<file path="src/rtl/p_fxp_mac_gather.sv">
// Purpose : gathers IN saturating fixed-point products (x*w >> frac) into one parallel vector for the accumulator tree.
// Latency : out_valid rises the cycle after the accept that completes a vector; the product path is one register stage.
// Backpr. : a presented vector is held stable until out_ready; in_ready=0 while presenting unless bypass is built in.
//
// Optional feature macro: P_FXP_MAC_GATHER_BYPASS_EN
//   defined   -> in PRESENT, in_ready follows out_ready; a pair accepted in the handoff
//                cycle starts the next vector (IN cycles per vector sustained).
//   undefined -> in_ready=0 in PRESENT (IN+1 cycles per vector sustained).
//
// Ports:
//   clk, reset            rising-edge clock, synchronous active-high reset
//   in_valid/in_ready     pair handshake; in_x, in_w operands in CONF format
//   in_last               accepted pair closes the vector; remaining slots read as zero
//   out_valid/out_ready   vector handshake
//   out_vec               packed products, slot k at [k*PREC +: PREC]
//   out_ovf, out_rounded  sticky: any product saturated / dropped nonzero fraction bits

package p_fxp_mac_gather_pkg;
    typedef struct packed {
        int unsigned prec;
        int unsigned frac;
        logic        sign;
    } dconf_t;
endpackage

`ifndef DEF_DCONF_FXP
`define DEF_DCONF_FXP p_fxp_mac_gather_pkg::dconf_t'{prec: 32'd16, frac: 32'd8, sign: 1'b1}
`endif

module p_fxp_mac_gather
    import p_fxp_mac_gather_pkg::*;
#(
    parameter int     IN   = 8,
    parameter dconf_t CONF = `DEF_DCONF_FXP,
    parameter int     PREC = CONF.prec
) (
    input  logic               clk,
    input  logic               reset,
    input  logic               in_valid,
    output logic               in_ready,
    input  logic [PREC-1:0]    in_x,
    input  logic [PREC-1:0]    in_w,
    input  logic               in_last,
    output logic               out_valid,
    input  logic               out_ready,
    output logic [IN*PREC-1:0] out_vec,
    output logic               out_ovf,
    output logic               out_rounded
);

    localparam int FRAC = CONF.frac;
    localparam bit SIGN = CONF.sign;
    localparam int CW   = $clog2(IN);
    localparam int W2   = 2 * PREC;
    localparam logic [W2-1:0] FRAC_MASK = (W2'(1) << FRAC) - W2'(1);

    typedef enum logic {FILL, PRESENT} state_t;

    state_t           state, state_nxt;
    logic [CW-1:0]    cnt;
    logic [PREC-1:0]  vec_q [IN];
    logic             ovf_q, rnd_q;
    logic             accept;
    logic             last_slot;

    // ---------------- product: extend, multiply, shift, saturate ----------------
    // Operands are extended to 2*PREC bits up front so a plain multiply gives the
    // exact product for both signed and unsigned formats.
    logic [W2-1:0]        ext_x, ext_w, prod_full, prod_shr;
    logic signed [W2-1:0] prod_s;
    logic [PREC-1:0]      prod_val;
    logic                 prod_ovf, prod_rnd;

    always_comb begin
        ext_x    = SIGN ? {{PREC{in_x[PREC-1]}}, in_x} : {{PREC{1'b0}}, in_x};
        ext_w    = SIGN ? {{PREC{in_w[PREC-1]}}, in_w} : {{PREC{1'b0}}, in_w};
        prod_full = ext_x * ext_w;
        prod_s    = prod_full;
        prod_rnd  = |(prod_full & FRAC_MASK);
        prod_val  = prod_full[PREC-1:0];
        prod_ovf  = 1'b0;
        if (SIGN) begin
            // arithmetic shift floors toward -inf; in range iff bits above the
            // result sign bit are all copies of it
            prod_shr = prod_s >>> FRAC;
            prod_ovf = !((&prod_shr[W2-1:PREC-1]) || (~|prod_shr[W2-1:PREC-1]));
            prod_val = prod_ovf ? (prod_shr[W2-1] ? {1'b1, {(PREC-1){1'b0}}}
                                                  : {1'b0, {(PREC-1){1'b1}}})
                                : prod_shr[PREC-1:0];
        end else begin
            prod_shr = prod_full >> FRAC;
            prod_ovf = |prod_shr[W2-1:PREC];
            prod_val = prod_ovf ? {PREC{1'b1}} : prod_shr[PREC-1:0];
        end
    end

    // ---------------- control FSM ----------------
    assign last_slot = (cnt == CW'(IN - 1)) || in_last;

    always_ff @(posedge clk) begin
        if (reset) state <= FILL;
        else       state <= state_nxt;
    end

    always_comb begin
        state_nxt = state;
        in_ready  = 1'b1;
        out_valid = 1'b0;
        accept    = 1'b0;
        case (state)
            FILL: begin
                accept = in_valid;
                if (accept && last_slot) state_nxt = PRESENT;
            end
            PRESENT: begin
                out_valid = 1'b1;
`ifdef P_FXP_MAC_GATHER_BYPASS_EN
                in_ready = out_ready;
`else
                in_ready = 1'b0;
`endif
                accept = in_valid && in_ready;
                if (out_ready) begin
                    // a single-pair vector taken during handoff is complete at once
                    state_nxt = (accept && in_last) ? PRESENT : FILL;
                end
            end
            default: state_nxt = FILL;
        endcase
    end

    // ---------------- vector buffer, count and sticky flags ----------------
    always_ff @(posedge clk) begin
        if (reset) begin
            cnt   <= '0;
            ovf_q <= 1'b0;
            rnd_q <= 1'b0;
            for (int k = 0; k < IN; k++) vec_q[k] <= '0;
        end else if (state == FILL) begin
            if (accept) begin
                vec_q[cnt] <= prod_val;
                ovf_q      <= ovf_q | prod_ovf;
                rnd_q      <= rnd_q | prod_rnd;
                if (last_slot) begin
                    for (int k = 0; k < IN; k++)
                        if (k > int'(cnt)) vec_q[k] <= '0;
                    cnt <= '0;
                end else begin
                    cnt <= cnt + CW'(1);
                end
            end
        end else if (out_ready) begin
            for (int k = 0; k < IN; k++) vec_q[k] <= '0;
            ovf_q <= 1'b0;
            rnd_q <= 1'b0;
            cnt   <= '0;
            if (accept) begin
                // handoff accept seeds slot 0 of the next vector, flags start fresh
                vec_q[0] <= prod_val;
                ovf_q    <= prod_ovf;
                rnd_q    <= prod_rnd;
                cnt      <= in_last ? CW'(0) : CW'(1);
            end
        end
    end

    always_comb begin
        out_vec = '0;
        for (int k = 0; k < IN; k++) out_vec[k*PREC +: PREC] = vec_q[k];
    end

    assign out_ovf     = ovf_q;
    assign out_rounded = rnd_q;

endmodule

</file>
<file path="config.mk">
export PLATFORM = sky130hd
export DESIGN_NAME = p_fxp_mac_gather
export DESIGN_NICKNAME = d
export VERILOG_FILES = /design/src/rtl/p_fxp_mac_gather.sv
export SDC_FILE = /design/constraint.sdc
export NUM_CORES = 1
export LEC_CHECK = 0
export ABC_AREA = 1
export CAP_MARGIN = 25
export CORE_UTILIZATION = 60
export CTS_CLUSTER_DIAMETER = 150
export DETAILED_ROUTE_END_ITERATION = 6
export DONT_BUFFER_PORTS = 1
export GPL_TIMING_DRIVEN = 0
export PLACE_DENSITY = 0.85
export REMOVE_ABC_BUFFERS = 1
export SLEW_MARGIN = 10
export SYNTH_ARGS = -nofsm -noshare
export SYNTH_HDL_FRONTEND = slang
export SYNTH_SLANG_ARGS = --single-unit
</file>
<file path="constraint.sdc">
create_clock -name clk -period 7.77 [get_ports clk]
set_input_delay 1.1655 -clock clk [delete_from_list [all_inputs] [get_ports clk]]
set_output_delay 1.1655 -clock clk [all_outputs]
set_load 0.005 [all_outputs]
</file>
After elaboration in Yosys (flattened, before gate mapping). Memory sizes are Yosys's and may differ from the RTL's. Cells that the tools add are included.

Bits in writable memories: 128. Flip-flop bits (word level): 6. Output and inout bits: 132. Memories kept: 1.

Memory list: vec_q (depth 8, bits a word 16, read ports 8, clocked after memory_dff 0, wr ports 8, line 61) `logic [PREC-1:0] vec_q [IN];`.

Bitwise gates (word level): 19. Add/sub/neg operators: 1. $mul: 1. Mux-type cells: 97. Reduce and logical (&&, ||, !) cells: 11. $lt $le $gt $ge: 7. Equality and inequality tests: 2.

Operators by type and width (count): $mux 16 (19); $mux 1 (71); $mul 16x16->32 (1); $or 1x1->1 (18); $reduce_or 16->1 (1); $mux 3 (5); $gt 3x3->1 const A (4); $reduce_and 9->1 (1); $reduce_or 9->1 (1); $reduce_or 8->1 (1); $gt 2x3->1 const A (2); $pmux 1 s2 (2); $add 3x1->3 const B (1); $eq 3x3->1 const B (1); $gt 1x3->1 const A (1); $logic_not 1->1 (2); $logic_or 1x1->1 (2); $ne 2x2->1 const B (1); $reduce_and 2->1 (1); $reduce_bool 2->1 (1); $logic_and 1x1->1 (1); $not 1->1 (1).

Longest topological paths before layout. Gate-level depths: netlist of the first run.

Depth after elaboration: 9. Depth in mapped cells: 35.

Worst setup path after synthesis of the first run. Ideal clock, no wire load.

Path kind: input port to flip-flop. From: in in_w[7]. To: mem vec_q[6][5] in the netlist's numbering, data pin. Setup time: 0.263 ns. Arrival: 6.914 ns. Stages on the path: 29. Setup slack: 0.593 ns. Buffers on the path: 3. Path through: clkbuf_1 -> clkbuf_1 -> nand2_1 -> fa_1 -> inv_1 -> fa_1 -> inv_1 -> fa_1 -> inv_1 -> fa_1 -> inv_1 -> fa_1 -> inv_1 -> fa_1 -> ha_1 -> nand2_1 -> nor3_1 -> nand2_1 -> nor3_1 -> nand2_1 -> nand3_2 -> nand3_1 -> nand2_4 -> nand3_2 -> nand3_2 -> buf_12 -> nand2_4 -> inv_1 -> nor2_1.

RTL lines: from (decl) (line 42) `input logic [PREC-1:0] in_w,`; to (decl) (line 61).

==> reports/qor.csv, run 1 <==
metric,value,unit
worstMarginPinSlew,0.994,ns
row_count,59,
portBuffers,0,
max-slew-margin-rel,33.3,%
fin_crit_sh,95.2,%
path_common_cell,nand2_1,
clock-skew-final,0.00502,ns
hold_viol_final,0,
h-tree-depth,4,
r2r_slack,4.59,ns
wl_per_cell,16.7,µm
grt_usage,29.8,%
ys_ff_latch,134,
place_hpwl,30.6,mm
grt_pass1_vias,13531,
worstSetupStartpoint,in_w[1],
crit_buf_inv,6,
cts.sinks,134,
end_kind,flip-flop,
start_util,61.6,%
whs,0.486,ns
critPathTopFamily,adder cells,
core,0.0262,mm²
die_area,0.0276,mm²
cp_slowest_stage_delay,0.68,ns
io_pins,169,
overflow,0,
arrival,7.53,ns
antenna_found_initial,0,
vias,12631,
path_max_fanout,16,
routed_wl,38.5,mm
syn_area,0.0162,mm²
grt_max_degree,18,
cts_tree,done,
yosysSeqAreaShare,21.6,%
slowest_stage,fa_2,
insertion_delay,0.42,ns
diodes,0,
syn-instance-count,2007,
area_growth_syn_to_layout,5.65,%
worstPathRequired,7.90,ns
maxCapViolations,0,
r2r_end,vec_q[5][6]$_SDFFCE_PN0P_,
cp-start-kind,input port,
min_period,7.40,ns
ff2ff_path_depth,5,
die_y,166,µm
grt_pass1_wl,64.9,mm
firstDrtPassIters,7,
drc_errors,11,
antenna_left,0,
violations,DRC,
cts_hold_buffers,0,
routabilityCongestion,0.917,
clockBufferDepth,2,
max_freq,135,MHz
finalSetupTns,0,ns
drtIter0Drc,1130,
fp.dieW,166,µm
cp.depth,28,
critPathCapture,vec_q[5][11]$_SDFFCE_PN0P_,
min-delay-path-class,flip-flop to flip-flop,
drv_slew,0,
cts_buffers,17,
rr_startpoint,state$_SDFF_PP0_,
crit_type,input port to flip-flop,
status,"complete, but fails checks",
yosys_warnings,0,
synth_area_per_cell,8.05,µm²
final_nets,2348,
drive_gt1_share,6.07,%
setup_viol,0,
path_clk_slew,0.06,ns
cts_root_buffer,clkbuf_16,
via_per_inst,5.47,
ys_types,38,
cells in the mapped netlist:
cell / count / area (µm²)
nand2_4: 12 / 135
dfxtp_1: 54 / 1080
o31ai_1: 2 / 15.0
a2111oi_0: 1 / 8.76
nand3b_1: 2 / 15.0
or3_1: 1 / 6.26
inv_1: 510 / 1910
a21oi_1: 72 / 360
nand3_1: 28 / 140
nor2_1: 136 / 510
buf_8: 1 / 15.0
edfxtp_1: 80 / 2400
ha_1: 86 / 1080
nand4_2: 1 / 12.5
o21ai_1: 1 / 5.00
buf_1: 1 / 3.75
nor4_1: 1 / 6.26
xor2_1: 14 / 123
clkinv_1: 2 / 7.51
fa_1: 262 / 5250
o21ai_0: 6 / 30.0
nor2_2: 10 / 62.6
xnor2_2: 1 / 16.3
nor3_2: 2 / 20.0
buf_2: 3 / 15.0
o21a_1: 1 / 7.51
xnor2_1: 13 / 114
nand3b_2: 1 / 11.3
nand3_2: 7 / 70.1
or2_2: 5 / 31.3
clkbuf_1: 69 / 259
o21bai_1: 2 / 15.0
nand2_2: 15 / 93.8
nand2_1: 575 / 2160
buf_12: 1 / 20.0
nand4_1: 14 / 87.6
inv_2: 12 / 45.0
nor3_1: 3 / 15.0
tightest hold or removal path, stage by stage (launching register included):
cell and delay (ns):
dfxtp_1 0.32, nand2_1 0.06, a21oi_1 0.06
placed cells by master (no fill, tap or decap), drive strengths merged:
master and n:
buf 11, edfxtp 80, nand3b 3, nand4 15, o21a 1, clkbuf 17, o21bai 2, nor4 1
bufinv 6, a2111oi 1, clkinvlp 3, inv 523, nor2 146, fa 262, dfxtp 54, or3 1
xor2 14, nand2 602, o31ai 2, xnor2 14, o21ai 7, nand3 36, clkinv 7, a21oi 72
ha 86, or2 5, nor3 5
sequential cells by signal (all words and copies together), names as in the netlist:
signal	flops
vec_q	128
cnt	3
out_ovf	1
out_rounded	1
state	1
area by class of cell:
| class | count | area, µm² |
|---|---|---|
| fillers | 2033 | 9140 |
| repair buffers | 11 | 82.6 |
| clock inverters | 15 | 251 |
| clock buffers | 17 | 425 |
| flip-flops and latches | 134 | 3480 |
| multi-input cells | 1275 | 10400 |
| well taps | 335 | 419 |
| inverters | 524 | 1970 |
how the worst min path moves through the flow:
stage,to,cells after the start,start,slack (ns)
final,vec_q[3][4]$_SDFFE_PP0P_,2,vec_q[3][4]$_SDFFE_PP0P_,0.49
after global routing,vec_q[2][4]$_SDFFE_PP0P_,2,vec_q[2][4]$_SDFFE_PP0P_,0.50
after CTS,vec_q[3][4]$_SDFFE_PP0P_,2,vec_q[3][4]$_SDFFE_PP0P_,0.49
after detailed placement,vec_q[3][4]$_SDFFE_PP0P_,2,vec_q[3][4]$_SDFFE_PP0P_,0.48
after global placement,vec_q[3][1]$_SDFFE_PP0P_,2,vec_q[3][1]$_SDFFE_PP0P_,0.48
after floorplan,vec_q[1][0]$_SDFFE_PP0P_,2,vec_q[1][0]$_SDFFE_PP0P_,0.46
timing repair:
item / CTS / global route
endpoints found under the setup margin: 0 / 120
gates resized for setup: 0 / 12
setup buffers: 0 / 6
metrics by stage:
step / util, % / std cells / cell area [µm²] / setup WS (ns)
final: 65.1 / 2311 / 17100 / 0.375
after CTS: 64.7 / 2301 / 17000 / 0.0300
after detailed placement: 62.1 / 2269 / 16300 / -0.348
after global routing: 65.1 / 2311 / 17100 / -0.0308
after global placement: 62.0 / 2267 / 16300 / -0.235
after floorplan: - / 1932 / 15800 / 0.515
cells by family (layout without fill, tap and decap cells):
group / after synthesis / after routing / synth area share [%]
AND/OR/NAND/NOR: 813 / 814 / 20.9
adder cells (fa/ha/maj): 348 / 348 / 39.1
buffers and inverters: 599 / 567 / 14.1
AO/OA/AOI/OAI: 85 / 85 / 2.73
flip-flops: 134 / 134 / 21.6
XOR/XNOR: 28 / 28 / 1.56
layer usage:
metal  track usage (%)  routed length [µm]  vias up
li1                  -                   -     5706
met1              35.3               14300     6185
met2              52.9               19800      603
met3              4.43                2660      137
met4              14.7                1750        0
met5                 0                   0        -
Power of run 1 is not shown: default switching activity piles up to over one toggle a cycle in this logic, so the estimate is an artifact.
==> run 2, diff against run 1 <==
Settings changed: PLACE_DENSITY 0.85 to 0.76.
==> run 2 against run 1 <==
Effect of this change:
- critical path type unchanged
- fmax down 0.32%
- first-iteration DRC count down 10%
- hold slack worse by 0.0027 ns
- die area is the same
- critical endpoint is now vec_q[0][13]$_DFFE_PP_
- count of clock-buffer cells in the layout increased by 4
- global-route usage decreased by 0.41 points
- worst setup slack got worse by 0.024 ns
- register-to-register slack got worse by 0.16 ns
- wire length fell by 2.4%
- the run still ends with DRC left
- final area down 0.40%
==> reports/qor.csv, run 2 (synthesized netlist as in run 1, its figures left out) <==
metric,value,unit,change
end_kind,flip-flop,,
core,0.0262,mm²,unchanged
via_per_inst,5.29,,-3.2%
crit_type,input port to flip-flop,,
drive_gt1_share,6.22,%,+0.15 points
n_fill_cell,2185,,+7.5%
antenna_found_initial,0,,unchanged
routabilityCongestion,0.973,,+6.1%
max_freq,135,MHz,-0.32%
routed_wl,37.6,mm,-2.4%
path_common_cell,nand2_1,,
max-slew-margin-rel,34.6,%,+1.2 points
overflow,0,,unchanged
min_period,7.42,ns,+0.0237 ns
insertion_delay,0.42,ns,about the same
crit_buf_inv,8,,+2
grt_usage,29.3,%,-0.41 points
io_pins,169,,unchanged
min-delay-path-class,flip-flop to flip-flop,,
cts_buffers,17,,unchanged
drv_slew,0,,unchanged
path_max_fanout,16,,unchanged
final_common_cell,nand2_1,,
arrival,7.54,ns,about the same
h-tree-depth,4,,unchanged
largest_register,vec_q,,
die_area,0.0276,mm²,unchanged
largest_reg_flops,128,,unchanged
cts_tree,done,,
grt_pass1_vias,12959,,-4.2%
reg_top3,"vec_q: 128 flops, cnt: 3 flops",,
drc_errors,10,,-1
whs,0.483,ns,-0.00275 ns
setup_viol,0,,unchanged
hold_viol_final,0,,unchanged
cts.sinks,134,,unchanged
worstPathRequired,7.89,ns,about the same
slowest_stage,fa_2,,
worstMarginPinSlew,0.979,ns,-0.0157 ns
firstDrtPassIters,7,,unchanged
status,"complete, but fails checks",,
wl_per_cell,16.2,µm,-2.5%
vias,12233,,-3.2%
drtIter0Drc,1012,,-10%
start_util,61.6,%,unchanged
maxCapViolations,0,,unchanged
die_y,166,µm,unchanged
clock-skew-final,0.00610,ns,+0.00108 ns
antenna_left,0,,unchanged
cts_hold_buffers,0,,unchanged
grt_max_degree,18,,unchanged
portBuffers,0,,unchanged
layout_common_cells,"571 x nand2_1, 508 x inv_1, 261 x fa_1",,
diodes,0,,unchanged
path_clk_slew,0.06,ns,about the same
r2r_slack,4.43,ns,-0.16 ns
area_growth_syn_to_layout,5.23,%,
cts_root_buffer,clkbuf_16,,
grt_pass1_wl,63.8,mm,-1.7%
clockBufferDepth,2,,unchanged
place_hpwl,30.0,mm,-2.1%
fin_crit_sh,95.5,%,+0.31 points
cp-start-kind,input port,,
final_nets,2350,,+0.085%
row_count,59,,unchanged
cp_slowest_stage_delay,0.70,ns,+0.02 ns
fp.dieW,166,µm,unchanged
critPathTopFamily,adder cells,,
violations,DRC,,
run 2: changes by cell type in the layout (fill, tap and decap cells not counted), moves of 2 or more:
cell	previous run	this run
buf_4	11	14
bufinv_16	6	1
clkbuf_8	0	3
clkinv_2	0	5
clkinv_4	4	2
inv_1	504	508
inv_2	17	13
inv_4	0	2
nand2_1	575	571
nand2_2	15	19
run 2: final timing paths:
path,from,end,cells after the start
max,in_w[1],vec_q[0][13]$_DFFE_PP_,28
min,vec_q[1][13]$_SDFFE_PP0P_,vec_q[1][13]$_SDFFE_PP0P_,2
max reg2reg,state$_SDFF_PP0_,vec_q[5][7]$_SDFFCE_PN0P_,5
min reg2reg,vec_q[1][13]$_SDFFE_PP0P_,vec_q[1][13]$_SDFFE_PP0P_,2
run 2: timing repair:
action / CTS / global route
resized for setup: 3 / 9
pin swaps: 0 / 1
setup endpoints to repair: 29 / 80
setup buffers: 0 / 11
cloned: 0 / 0
run 2: layout make-up:
class	count	area, µm²	share of cell area, %
inverter	524	1970	11.6
clock buffer	21	492	2.89
timing repair buffer	14	105	0.618
multi-input combinational	1274	10400	61.4
sequential	134	3480	20.5
tap	335	419	2.47
clock inverter	11	93.8	0.552
run 2: layer usage:
metal  GRT usage, %  vias up  wire length (µm)
met3           4.84       77              2730
met4           9.14        0              1030
met2           50.6      459             18800
met5              0        -                 0
li1               -     5705                 -
met1           38.0     5992             15100
run 2: stage by stage:
step	std cells	area [µm²]	worst slack, ns	util [%]	TNS [ns]
floorplan	1932	15800	0.515	-	0
global placement	2267	16300	-0.485	62.0	-30.47
detailed placement	2268	16300	-0.604	62.1	-38.64
CTS	2300	16900	0.117	64.4	0
global route	2313	17000	-0.0114	64.9	-0.0114
finish	2313	17000	0.351	64.9	0
run 2: worst register-to-register path, stage by stage, from the launching register on:
cell	delay, ns
dfxtp_1	0.36
inv_1	0.14
nand2_1	0.11
nor2_1	0.38
nand4_1	0.87
nand3_1	1.09
Power of run 2 is left out for the same reason.
